**config.mk**
```make
export PLATFORM = sky130hd
export DESIGN_NAME = plights_sequencer
export DESIGN_NICKNAME = d
export VERILOG_FILES = /design/src/rtl/plights_pkg.sv /design/src/rtl/plights_pwm.sv /design/src/rtl/plights_sequencer.sv
export SDC_FILE = /design/constraint.sdc
export NUM_CORES = 1
export LEC_CHECK = 0
export CAP_MARGIN = 15
export CORE_MARGIN = 2
export CORE_UTILIZATION = 50
export CTS_BUF_LIST = sky130_fd_sc_hd__clkbuf_16
export DETAILED_ROUTE_END_ITERATION = 16
export PLACE_DENSITY_LB_ADDON = 0.05
export SLEW_MARGIN = 20
export SYNTH_ARGS = -nofsm -noshare
export SYNTH_HDL_FRONTEND = slang
export SYNTH_HIERARCHICAL = 1
export SYNTH_SLANG_ARGS = --single-unit
```
**constraint.sdc**
```tcl
create_clock -name clk_in -period 2.6 [get_ports clk_in]
set_input_delay 0.39 -clock clk_in [delete_from_list [all_inputs] [get_ports clk_in]]
set_output_delay 0.39 -clock clk_in [all_outputs]
set_load 0.05 [all_outputs]
```
**src/rtl/plights_pkg.sv**
```systemverilog
// Shared encodings for the police-light sequencer: FSM states, mode codes
// and a small parameter-clamping helper.
package plights_pkg;

  typedef enum logic [2:0] {
    ST_IDLE     = 3'd0,
    ST_RED_ON   = 3'd1,
    ST_RED_GAP  = 3'd2,
    ST_BLUE_ON  = 3'd3,
    ST_BLUE_GAP = 3'd4
  } state_t;

  localparam logic [1:0] MODE_OFF   = 2'b00;
  localparam logic [1:0] MODE_ALT   = 2'b01;
  localparam logic [1:0] MODE_MULTI = 2'b10;
  localparam logic [1:0] MODE_ALL   = 2'b11;

  function automatic int clamp_min1(input int value);
    return (value < 1) ? 1 : value;
  endfunction

endpackage

```
**src/rtl/plights_pwm.sv**
```systemverilog
// PWM dimmer for the LED enables: free-running 8-bit counter compared
// against BRIGHTNESS, result registered (one extra clock of latency).
module plights_pwm #(
  parameter int BRIGHTNESS = 128
) (
  input  logic clk_in,
  input  logic rst_in,
  input  logic red_raw,
  input  logic blue_raw,
  output logic red_pwm,
  output logic blue_pwm
);

  localparam logic [8:0] DUTY = 9'((BRIGHTNESS > 255) ? 255 :
                                   ((BRIGHTNESS < 0) ? 0 : BRIGHTNESS));

  logic [7:0] pwm_q_r;
  logic       pwm_en_s;

  assign pwm_en_s = ({1'b0, pwm_q_r} < DUTY);

  // Free-running duty counter.
  always_ff @(posedge clk_in) begin
    if (rst_in) begin
      pwm_q_r <= 8'd0;
    end else begin
      pwm_q_r <= pwm_q_r + 8'd1;
    end
  end

  // Gated, registered LED enables.
  always_ff @(posedge clk_in) begin
    if (rst_in) begin
      red_pwm  <= 1'b0;
      blue_pwm <= 1'b0;
    end else begin
      red_pwm  <= red_raw & pwm_en_s;
      blue_pwm <= blue_raw & pwm_en_s;
    end
  end

endmodule

```
**src/rtl/plights_sequencer.sv**
```systemverilog
// Police-light red/blue flash sequencer stepped by a 1-cycle tick strobe.
// Optional LED dimming via plights_pwm when PLIGHTS_SEQ_PWM_EN is defined.
module plights_sequencer
  import plights_pkg::*;
#(
  parameter int HOLD_TICKS = 4,
  parameter int GAP_TICKS  = 1,
  parameter int FLASHES    = 3,
  parameter int CW         = 8,
  parameter int BRIGHTNESS = 128
) (
  input  logic       clk_in,
  input  logic       rst_in,
  input  logic       tick_in,
  input  logic [1:0] mode_in,
  output logic       red_out,
  output logic       blue_out,
  output logic       cycle_out,
  output logic       busy_out
);

  localparam logic [CW-1:0] CNT_ZERO   = CW'(0);
  localparam logic [CW-1:0] CNT_ONE    = CW'(1);
  localparam logic [CW-1:0] HOLD_LAST  = CW'(clamp_min1(HOLD_TICKS) - 1);
  localparam logic [CW-1:0] GAP_LAST   = CW'((GAP_TICKS > 0) ? (GAP_TICKS - 1) : 0);
  localparam logic [CW-1:0] FLASH_LAST = CW'(clamp_min1(FLASHES) - 1);
  localparam bit            GAP_EN     = (GAP_TICKS > 0);

  state_t        state_r, state_nxt;
  logic [1:0]    mode_r, mode_nxt;
  logic [CW-1:0] tick_cnt_r, tick_nxt;
  logic [CW-1:0] flash_cnt_r, flash_nxt;
  logic          red_r, blue_r;
  logic          red_s, blue_s, cycle_s, busy_s;
  logic          red_side_s, flash_end_s, boundary_s;

  // Next-state, counter and output decode; everything moves only on a tick.
  always_comb begin
    state_nxt   = state_r;
    mode_nxt    = mode_r;
    tick_nxt    = tick_cnt_r;
    flash_nxt   = flash_cnt_r;
    flash_end_s = 1'b0;
    boundary_s  = 1'b0;
    cycle_s     = 1'b0;
    red_side_s  = (state_r == ST_RED_ON) || (state_r == ST_RED_GAP);

    if (tick_in) begin
      case (state_r)
        ST_IDLE: begin
          if (mode_in != MODE_OFF) begin
            state_nxt = ST_RED_ON;
            mode_nxt  = mode_in;
            tick_nxt  = CNT_ZERO;
            flash_nxt = CNT_ZERO;
          end else begin
            state_nxt = ST_IDLE;
          end
        end
        ST_RED_ON, ST_BLUE_ON: begin
          if (tick_cnt_r != HOLD_LAST) begin
            tick_nxt = tick_cnt_r + CNT_ONE;
          end else if (mode_r == MODE_ALT) begin
            if (red_side_s) begin
              state_nxt = ST_BLUE_ON;
              tick_nxt  = CNT_ZERO;
            end else begin
              boundary_s = 1'b1;
            end
          end else if (GAP_EN) begin
            state_nxt = red_side_s ? ST_RED_GAP : ST_BLUE_GAP;
            tick_nxt  = CNT_ZERO;
          end else begin
            flash_end_s = 1'b1;
          end
        end
        ST_RED_GAP, ST_BLUE_GAP: begin
          if (tick_cnt_r != GAP_LAST) begin
            tick_nxt = tick_cnt_r + CNT_ONE;
          end else begin
            flash_end_s = 1'b1;
          end
        end
        default: begin
          state_nxt = ST_IDLE;
          mode_nxt  = MODE_OFF;
          tick_nxt  = CNT_ZERO;
          flash_nxt = CNT_ZERO;
        end
      endcase
    end else begin
      state_nxt = state_r;
    end

    // A completed flash either repeats the colour, hands over to blue, or ends the cycle.
    if (flash_end_s) begin
      tick_nxt = CNT_ZERO;
      if (flash_cnt_r != FLASH_LAST) begin
        flash_nxt = flash_cnt_r + CNT_ONE;
        state_nxt = red_side_s ? ST_RED_ON : ST_BLUE_ON;
      end else if (red_side_s) begin
        flash_nxt = CNT_ZERO;
        state_nxt = ST_BLUE_ON;
      end else begin
        boundary_s = 1'b1;
      end
    end else begin
      flash_nxt = flash_nxt;
    end

    if (boundary_s) begin
      cycle_s   = 1'b1;
      tick_nxt  = CNT_ZERO;
      flash_nxt = CNT_ZERO;
      mode_nxt  = mode_in;
      state_nxt = (mode_in == MODE_OFF) ? ST_IDLE : ST_RED_ON;
    end else begin
      cycle_s = 1'b0;
    end

    red_s  = (state_nxt == ST_RED_ON) ||
             ((mode_nxt == MODE_ALL) && (state_nxt == ST_BLUE_ON));
    blue_s = (state_nxt == ST_BLUE_ON) ||
             ((mode_nxt == MODE_ALL) && (state_nxt == ST_RED_ON));
    busy_s = (state_nxt != ST_IDLE);
  end

  // State, counters and registered outputs.
  always_ff @(posedge clk_in) begin
    if (rst_in) begin
      state_r     <= ST_IDLE;
      mode_r      <= MODE_OFF;
      tick_cnt_r  <= CNT_ZERO;
      flash_cnt_r <= CNT_ZERO;
      red_r       <= 1'b0;
      blue_r      <= 1'b0;
      cycle_out   <= 1'b0;
      busy_out    <= 1'b0;
    end else begin
      state_r     <= state_nxt;
      mode_r      <= mode_nxt;
      tick_cnt_r  <= tick_nxt;
      flash_cnt_r <= flash_nxt;
      red_r       <= red_s;
      blue_r      <= blue_s;
      cycle_out   <= cycle_s;
      busy_out    <= busy_s;
    end
  end

`ifdef PLIGHTS_SEQ_PWM_EN
  plights_pwm #(
    .BRIGHTNESS(BRIGHTNESS)
  ) u_pwm (
    .clk_in  (clk_in),
    .rst_in  (rst_in),
    .red_raw (red_r),
    .blue_raw(blue_r),
    .red_pwm (red_out),
    .blue_pwm(blue_out)
  );
`else
  assign red_out  = red_r;
  assign blue_out = blue_r;
`endif

endmodule

```
==> results of run 1 <==
[worst max-delay path: stages, from the launching register on]
cell                      delay, ns
sky130_fd_sc_hd__dfxtp_1       0.31
sky130_fd_sc_hd__inv_1         0.08
sky130_fd_sc_hd__ha_1          0.15
sky130_fd_sc_hd__or4b_2        0.62
sky130_fd_sc_hd__or4_4         0.45
sky130_fd_sc_hd__xnor2_1       0.17
sky130_fd_sc_hd__a221o_2       0.44
sky130_fd_sc_hd__a21oi_1       0.15
[layout by cell type, fill, tap and decap left out, types with 2 or more instances in the layout]
master,synthesis,routed
sky130_fd_sc_hd__a21oi_1,7,7
sky130_fd_sc_hd__a311oi_1,2,2
sky130_fd_sc_hd__nor3_1,5,5
sky130_fd_sc_hd__nor2_1,33,33
sky130_fd_sc_hd__dfxtp_1,25,25
sky130_fd_sc_hd__ha_1,4,4
sky130_fd_sc_hd__nor4_4,3,3
sky130_fd_sc_hd__inv_1,6,7
sky130_fd_sc_hd__nand2_1,9,9
sky130_fd_sc_hd__a211oi_1,3,3
sky130_fd_sc_hd__a21oi_2,2,2
sky130_fd_sc_hd__clkbuf_16,0,3
sky130_fd_sc_hd__xor2_1,5,5
sky130_fd_sc_hd__or2_2,3,3
sky130_fd_sc_hd__clkdlybuf4s50_1,0,8
sky130_fd_sc_hd__nand2b_1,2,2
sky130_fd_sc_hd__o22ai_1,2,2
sky130_fd_sc_hd__xnor2_1,6,6
sky130_fd_sc_hd__and4_2,2,2
sky130_fd_sc_hd__and3_1,3,3
sky130_fd_sc_hd__buf_4,1,10
sky130_fd_sc_hd__nand3_1,7,7
sky130_fd_sc_hd__or4_4,1,2
sky130_fd_sc_hd__o21ai_0,5,5
sky130_fd_sc_hd__nand4_1,5,5
sky130_fd_sc_hd__a31oi_1,2,2
[final cells by class]
cell class / count / area, um2 / share of cell area, %
clock buffers: 3 / 75.07 / 4.380
clock inverters: 1 / 3.754 / 0.2190
flip-flops and latches: 25 / 500.5 / 29.20
inverters: 6 / 22.52 / 1.314
well taps: 31 / 38.79 / 2.263
repair buffers: 18 / 155.1 / 9.051
multi-input cells: 137 / 918.4 / 53.58
[sequential cells by signal, summed over array words and instances, names as in the netlist]
register and cells:
flash_cnt_r 8, tick_cnt_r 8, state_r 3, mode_r 2
blue_out 1, busy_out 1, cycle_out 1, red_out 1
[report_power, final]
group          switching (W)  internal (W)  leakage, nW
Combinational      0.0000630     0.0000428        0.384
Sequential        0.00000813      0.000392        0.203
Clock               0.000127      0.000205       0.0423
[per-stage QoR]
stage / instances / area, um2
2_1_floorplan: 174 / 1480
5_1_grt: 221 / 1714
6_report: 221 / 1714
4_1_cts: 221 / 1710
3_5_place_dp: 217 / 1632
3_3_place_gp: 217 / 1632
[per-layer routing]
metal	vias up	global-route usage [%]	part of all wire, %
met2	45	33.23	46
met1	613	27.64	48
met3	9	2.637	3.9
li1	666	-	-
met5	-	0	0
met4	0	10.96	2.0
[logic make-up (layout without fill, tap and decap cells)]
kind of cell | after synthesis | count (layout) | share of synthesized area [%]
AOI/OAI and AO/OA | 35 | 35 | 16.74
xor gates and xnor gates | 11 | 11 | 6.509
adders and majority gates | 4 | 4 | 3.381
buffers and inverters | 12 | 28 | 4.395
DFF | 25 | 25 | 33.81
muxes | 1 | 1 | 0.6763
and+or+nand+nor | 86 | 86 | 34.49
[what timing repair did]
| item | CTS | global route |
|---|---|---|
| resized for setup | 0 | 2 |
| hold buffers | 0 | 0 |
| buffers inserted | 0 | 0 |
| setup endpoints to repair | 0 | 1 |
[path summary, 6_finish.rpt]
path	end	slack, ns	depth (start not counted)
worst max-delay path	blue_out$_SDFF_PP0_	0.15	7
worst min-delay path	flash_cnt_r[7]$_SDFF_PP0_	0.48	1
worst max register to register	blue_out$_SDFF_PP0_	0.15	7
worst min register to register	flash_cnt_r[7]$_SDFF_PP0_	0.48	1
==> metrics.txt, run 1 <==
# TYPE chip_impl_metric gauge
chip_impl_info{name="run_status",value="finished, final reports clean"} 1
chip_impl_metric{name="area.growth.synth_to_final",unit="%"} 15.81
chip_impl_metric{name="report.final.hold_viol_count",unit=""} 0
chip_impl_metric{name="drv_cap",unit=""} 0
chip_impl_metric{name="fill_cells",unit=""} 253
chip_impl_info{name="setup.worst_path.end_class",value="register"} 1
chip_impl_metric{name="first_global_vias",unit=""} 1279
chip_impl_metric{name="layout-drive-gt1-share",unit="%"} 17.37
chip_impl_metric{name="synth.yosys.seq_area_share",unit="%"} 33.81
chip_impl_metric{name="leakage",unit="nW"} 0.6294
chip_impl_metric{name="clkSlewWorstSetupHoldPaths",unit="ns"} 0.06
chip_impl_metric{name="slew_viol_final",unit=""} 0
chip_impl_metric{name="insertedDiodeCount",unit=""} 0
chip_impl_info{name="worstSetupStartpoint",value="flash_cnt_r[0]$_SDFF_PP0_"} 1
chip_impl_metric{name="combined_area_of_all_synthesized_cells",unit="um2"} 1480
chip_impl_info{name="cts_root_buffer",value="sky130_fd_sc_hd__clkbuf_16"} 1
chip_impl_info{name="post-synth-top-area-cell",value="sky130_fd_sc_hd__dfxtp_1"} 1
chip_impl_metric{name="die_area",unit="um2"} 3412
chip_impl_info{name="post_synth_most_frequent_cells",value="sky130_fd_sc_hd__nor2_1 (33), sky130_fd_sc_hd__dfxtp_1 (25), sky130_fd_sc_hd__nand2_1 (9)"} 1
chip_impl_info{name="criticalPathCategory",value="register to register"} 1
chip_impl_metric{name="clock_tree.htree_level_count",unit=""} 1
chip_impl_metric{name="post_synth_num_cell_types",unit=""} 52
chip_impl_metric{name="layout_min_cycle_time",unit="ns"} 2.449
chip_impl_metric{name="antenna_found_initial",unit=""} 0
chip_impl_metric{name="drt_iter0_drc",unit=""} 55
chip_impl_metric{name="drc_errors",unit=""} 0
chip_impl_metric{name="fmax",unit="GHz"} 0.4082
chip_impl_metric{name="core_region_area",unit="um2"} 2781
chip_impl_metric{name="clk_latency",unit="ns"} 0.26
chip_impl_metric{name="critical_path_required",unit="ns"} 2.78
chip_impl_info{name="critPathLaunchType",value="register"} 1
chip_impl_metric{name="postSynthRegisterBits",unit=""} 25
chip_impl_metric{name="cts_sinks",unit=""} 25
chip_impl_metric{name="post-route-util",unit="%"} 61.63
chip_impl_metric{name="finalPower",unit="W"} 0.0008386
chip_impl_metric{name="wl_per_cell",unit="um"} 14.73
chip_impl_info{name="synthFlopType",value="sky130_fd_sc_hd__dfxtp_1"} 1
chip_impl_metric{name="critical_path_peak_fanout",unit=""} 3
chip_impl_metric{name="grt_first_pass_wirelength",unit="um"} 5575
chip_impl_metric{name="timing.final.setup_violations",unit=""} 0
chip_impl_metric{name="skew",unit="ns"} 0.002764
chip_impl_metric{name="hold-worst-slack",unit="ns"} 0.4833
chip_impl_info{name="synth_area_leaders",value="sky130_fd_sc_hd__dfxtp_1 (34%), sky130_fd_sc_hd__nor2_1 (8.4%), sky130_fd_sc_hd__nor4_4 (4.3%), sky130_fd_sc_hd__xnor2_1 (3.6%), sky130_fd_sc_hd__ha_1 (3.4%)"} 1
chip_impl_metric{name="powerDensity",unit="nW/um2"} 489.2
chip_impl_metric{name="post-dp-hpwl",unit="um"} 2492
chip_impl_info{name="post-synth-top-count-cell",value="sky130_fd_sc_hd__nor2_1"} 1
chip_impl_metric{name="final.period_utilization",unit="%"} 94.21
chip_impl_metric{name="synth_warnings",unit=""} 6
chip_impl_metric{name="post_syn_nets",unit=""} 183
chip_impl_metric{name="synth_largest_type_area_fraction",unit="%"} 33.81
chip_impl_metric{name="via_count",unit=""} 1333
chip_impl_info{name="min-delay-path-class",value="register to register"} 1
chip_impl_metric{name="finalSetupTns",unit="ns"} 0
chip_impl_metric{name="port_buffers",unit=""} 8
chip_impl_metric{name="io-pin-count",unit=""} 9
chip_impl_metric{name="worst_ir_drop_vdd",unit="mV"} 0.3985
chip_impl_metric{name="floorplan.initialDensity",unit="%"} 53.22
chip_impl_metric{name="avgSynthCellArea",unit="um2"} 8.507
chip_impl_metric{name="pin_count_of_the_biggest_net_entering_global_routing",unit=""} 14
chip_impl_info{name="launch_instance_of_the_worst_min_delay_path",value="flash_cnt_r[7]$_SDFF_PP0_"} 1
chip_impl_info{name="crit-reg2reg-launch",value="flash_cnt_r[0]$_SDFF_PP0_"} 1
chip_impl_metric{name="dieHeight",unit="um"} 58.41
chip_impl_metric{name="synthesis.instances",unit=""} 174
chip_impl_metric{name="row_count",unit=""} 19
chip_impl_metric{name="ant_nets",unit=""} 0
chip_impl_metric{name="num-nets-final",unit=""} 200
chip_impl_metric{name="dp_slack",unit="ns"} 0.04796
chip_impl_metric{name="critPathArrivalTime",unit="ns"} 2.63
chip_impl_metric{name="grt_remaining_overflow",unit=""} 0
chip_impl_metric{name="fp.dieW",unit="um"} 58.41
chip_impl_metric{name="drt-total-wl",unit="um"} 3255
chip_impl_metric{name="cts_inserted_buffers",unit=""} 3
chip_impl_metric{name="drt_first_pass_iters",unit=""} 4
chip_impl_metric{name="synth_edf_count",unit=""} 0
chip_impl_metric{name="placer_congestion_estimate",unit=""} 0.9236
chip_impl_metric{name="timing_worst_slew_pin_value",unit="ns"} 0.6246
chip_impl_info{name="rsz0062_at_grt",value="false"} 1
chip_impl_metric{name="vias_per_cell",unit=""} 6.032
chip_impl_metric{name="final_critical_path_setup_slack",unit="ns"} 0.1505
chip_impl_metric{name="synthArstFlopShare",unit="%"} 0
chip_impl_metric{name="ctsLongestPathBuffers",unit=""} 2
chip_impl_info{name="tritoncts",value="built"} 1
chip_impl_metric{name="slew_headroom",unit="%"} 58.06
chip_impl_metric{name="gr-usage-all-layers",unit="%"} 20.92
Note: power is estimated with default switching activity, not from simulation.
==> inputs of run 2 (changes only) <==
Settings changed: CORE_UTILIZATION 50 to 58, SKIP_CTS_REPAIR_TIMING set to 1.
==> run 2 against run 1 <==
Compared with the run above:
- register-to-register slack gained 0.02 ns
- global-route usage up 2.6 points
- via count is 0.30% lower
- wire length is 4.7% lower
- first-iteration DRC count decreased by 40%
- final area decreased by 0.29%
- maximum frequency grew 0.95%
- combinational power is essentially flat
- largest power group unchanged
==> metrics.txt, run 2 (synthesized netlist as in run 1, its figures left out) <==
# TYPE chip_impl_metric gauge
chip_impl_info{name="critPathLaunchType",value="register"} 1
chip_impl_metric{name="fp.dieW",unit="um"} 54.52
chip_impl_metric{name="num-nets-final",unit=""} 200
chip_impl_info{name="worst_path_most_repeated_cell",value="sky130_fd_sc_hd__a31oi_1"} 1
chip_impl_info{name="worst_path_max_delay_cell",value="sky130_fd_sc_hd__or4b_2"} 1
chip_impl_metric{name="cpPeakStageDelay",unit="ns"} 0.61
chip_impl_info{name="critical-path-top-delay-family",value="simple AND/OR/NAND/NOR gates"} 1
chip_impl_metric{name="antenna_found_initial",unit=""} 0
chip_impl_metric{name="core_region_area",unit="um2"} 2455
chip_impl_metric{name="worst_path_buf_inv",unit=""} 2
chip_impl_metric{name="wl_per_cell",unit="um"} 14.10
chip_impl_metric{name="die_area",unit="um2"} 2972
chip_impl_metric{name="grt_remaining_overflow",unit=""} 0
chip_impl_info{name="mostFrequentLayoutCell",value="sky130_fd_sc_hd__nor2_1"} 1
chip_impl_metric{name="skew",unit="ns"} 0.003811
chip_impl_info{name="tritoncts",value="built"} 1
chip_impl_metric{name="worst_ir_drop_vdd",unit="mV"} 0.3757
chip_impl_metric{name="finalSetupTns",unit="ns"} 0
chip_impl_metric{name="post-dp-hpwl",unit="um"} 2348
chip_impl_metric{name="gr-usage-all-layers",unit="%"} 23.50
chip_impl_metric{name="post-route-util",unit="%"} 69.62
chip_impl_metric{name="critical_path_peak_fanout",unit=""} 6
chip_impl_metric{name="cts_inserted_buffers",unit=""} 3
chip_impl_metric{name="area.growth.synth_to_final",unit="%"} 15.47
chip_impl_metric{name="drc_errors",unit=""} 0
chip_impl_metric{name="insertedDiodeCount",unit=""} 0
chip_impl_metric{name="io-pin-count",unit=""} 9
chip_impl_metric{name="report.final.hold_viol_count",unit=""} 0
chip_impl_metric{name="dieHeight",unit="um"} 54.52
chip_impl_metric{name="layout-drive-gt1-share",unit="%"} 16.84
chip_impl_metric{name="leakage",unit="nW"} 0.6252
chip_impl_metric{name="clk_latency",unit="ns"} 0.26
chip_impl_metric{name="via_count",unit=""} 1329
chip_impl_metric{name="powerDensity",unit="nW/um2"} 490.3
chip_impl_metric{name="power.switching",unit="W"} 0.0001973
chip_impl_metric{name="slew_viol_final",unit=""} 0
chip_impl_metric{name="power.clock.fraction",unit="%"} 39.7
chip_impl_info{name="run_status",value="finished, final reports clean"} 1
chip_impl_metric{name="clkSlewWorstSetupHoldPaths",unit="ns"} 0.06
chip_impl_metric{name="clock_tree.htree_level_count",unit=""} 1
chip_impl_metric{name="grt_first_pass_wirelength",unit="um"} 5078
chip_impl_metric{name="finalPower",unit="W"} 0.0008379
chip_impl_metric{name="timing.final.setup_violations",unit=""} 0
chip_impl_metric{name="drt_iter0_drc",unit=""} 33
chip_impl_metric{name="multi_input_area",unit="um2"} 914.6
chip_impl_metric{name="placer_congestion_estimate",unit=""} 0.8650
chip_impl_info{name="criticalPathCategory",value="register to register"} 1
chip_impl_metric{name="fmax",unit="GHz"} 0.4121
chip_impl_metric{name="pin_count_of_the_biggest_net_entering_global_routing",unit=""} 14
chip_impl_metric{name="floorplan.initialDensity",unit="%"} 60.30
chip_impl_metric{name="sequential_cell_area",unit="um2"} 500.5
chip_impl_metric{name="internal_power",unit="W"} 0.0006406
chip_impl_metric{name="critPathArrivalTime",unit="ns"} 2.56
chip_impl_metric{name="cts_sinks",unit=""} 25
chip_impl_metric{name="ant_nets",unit=""} 0
chip_impl_metric{name="critical_path_required",unit="ns"} 2.73
chip_impl_info{name="cts_root_buffer",value="sky130_fd_sc_hd__clkbuf_16"} 1
chip_impl_info{name="registers_with_the_most_flip_flops",value="flash_cnt_r (8), tick_cnt_r (8), state_r (3)"} 1
chip_impl_metric{name="drt_first_pass_iters",unit=""} 4
chip_impl_info{name="crit_path_cell_trace",value="inv_1 > ha_1 > or4b_2 > nor4_2 > a31oi_1 > o32ai_1 > buf_4 > a31oi_1"} 1
chip_impl_metric{name="first_global_vias",unit=""} 1213
chip_impl_metric{name="timing_worst_slew_pin_value",unit="ns"} 0.6280
chip_impl_metric{name="power_frac_seq",unit="%"} 47.7
chip_impl_metric{name="drv_cap",unit=""} 0
chip_impl_info{name="min-delay-path-class",value="register to register"} 1
chip_impl_metric{name="fill_cells",unit=""} 212
chip_impl_info{name="rsz0062_at_grt",value="false"} 1
chip_impl_metric{name="layout_min_cycle_time",unit="ns"} 2.426
chip_impl_metric{name="ctsLongestPathBuffers",unit=""} 2
chip_impl_metric{name="final.period_utilization",unit="%"} 93.33
chip_impl_metric{name="pwr-share-comb",unit="%"} 12.6
chip_impl_metric{name="slew_headroom",unit="%"} 57.83
chip_impl_metric{name="row_count",unit=""} 18
chip_impl_metric{name="post_dp_cell_area",unit="um2"} 1630
chip_impl_metric{name="vias_per_cell",unit=""} 6.041
chip_impl_metric{name="power.share.switching",unit="%"} 23.55
chip_impl_metric{name="drt-total-wl",unit="um"} 3101
chip_impl_metric{name="port_buffers",unit=""} 8
chip_impl_info{name="setup.worst_path.end_class",value="register"} 1
chip_impl_metric{name="final_cell_area",unit="um2"} 1709
chip_impl_info{name="mostFrequentLayoutCells",value="sky130_fd_sc_hd__nor2_1 (33), sky130_fd_sc_hd__dfxtp_1 (25), sky130_fd_sc_hd__buf_4 (10), sky130_fd_sc_hd__nand2_1 (9), sky130_fd_sc_hd__clkdlybuf4s50_1 (8)"} 1
run 2: worst register-to-register path: cells and delay by family, from the launching register on:
kind,cells,cell delay (ns)
simple gates,2,0.91
compound gates,3,0.71
flops,1,0.31
buf+inv,2,0.25
fa+ha+maj,1,0.13
run 2: area by class of cell:
class / count / area share (%)
multi-input combinational: 137 / 53.51
sequential: 25 / 29.28
timing repair buffer: 18 / 9.078
clock buffer: 3 / 4.392
tap: 30 / 2.196
inverter: 6 / 1.318
clock inverter: 1 / 0.2196
run 2: per-stage QoR:
stage	instances	hold WS (ns)	setup slack, ns
6_report	220	0.5021	0.1735
5_1_grt	220	0.5262	0.06162
4_1_cts	220	0.5018	0.1716
3_5_place_dp	216	0.4918	0.03863
3_3_place_gp	216	0.4675	0.06526
2_1_floorplan	174	0.4372	0.2552
run 2: final timing paths:
check / start / endpoint / slack (ns) / depth (start not counted)
worst max register to register: flash_cnt_r[0]$_SDFF_PP0_ / busy_out$_SDFF_PP0_ / 0.17 / 8
worst min register to register: flash_cnt_r[7]$_SDFF_PP0_ / flash_cnt_r[7]$_SDFF_PP0_ / 0.50 / 1
worst max-delay path: flash_cnt_r[0]$_SDFF_PP0_ / busy_out$_SDFF_PP0_ / 0.17 / 8
worst min-delay path: flash_cnt_r[7]$_SDFF_PP0_ / flash_cnt_r[7]$_SDFF_PP0_ / 0.50 / 1
run 2: power groups by stage:
| stage | Sequential [W] | Clock [W] | Combinational (W) |
|---|---|---|---|
| 2_1_floorplan | 0.000415 | 0 | 0.0000647 |
| 3_3_place_gp | 0.000408 | 0 | 0.000103 |
| 3_5_place_dp | 0.000408 | 0 | 0.000105 |
| 4_1_cts | 0.000400 | 0.000336 | 0.000106 |
| 5_1_grt | 0.000401 | 0.000349 | 0.000116 |
| 6_report | 0.000400 | 0.000332 | 0.000106 |
run 2: metal layers:
| metal | part of all wire (%) | global-route usage [%] |
|---|---|---|
| met2 | 49 | 40.76 |
| met4 | 1.5 | 8.750 |
| met1 | 45 | 29.12 |
| met3 | 4.4 | 3.552 |
| met5 | 0 | 0 |
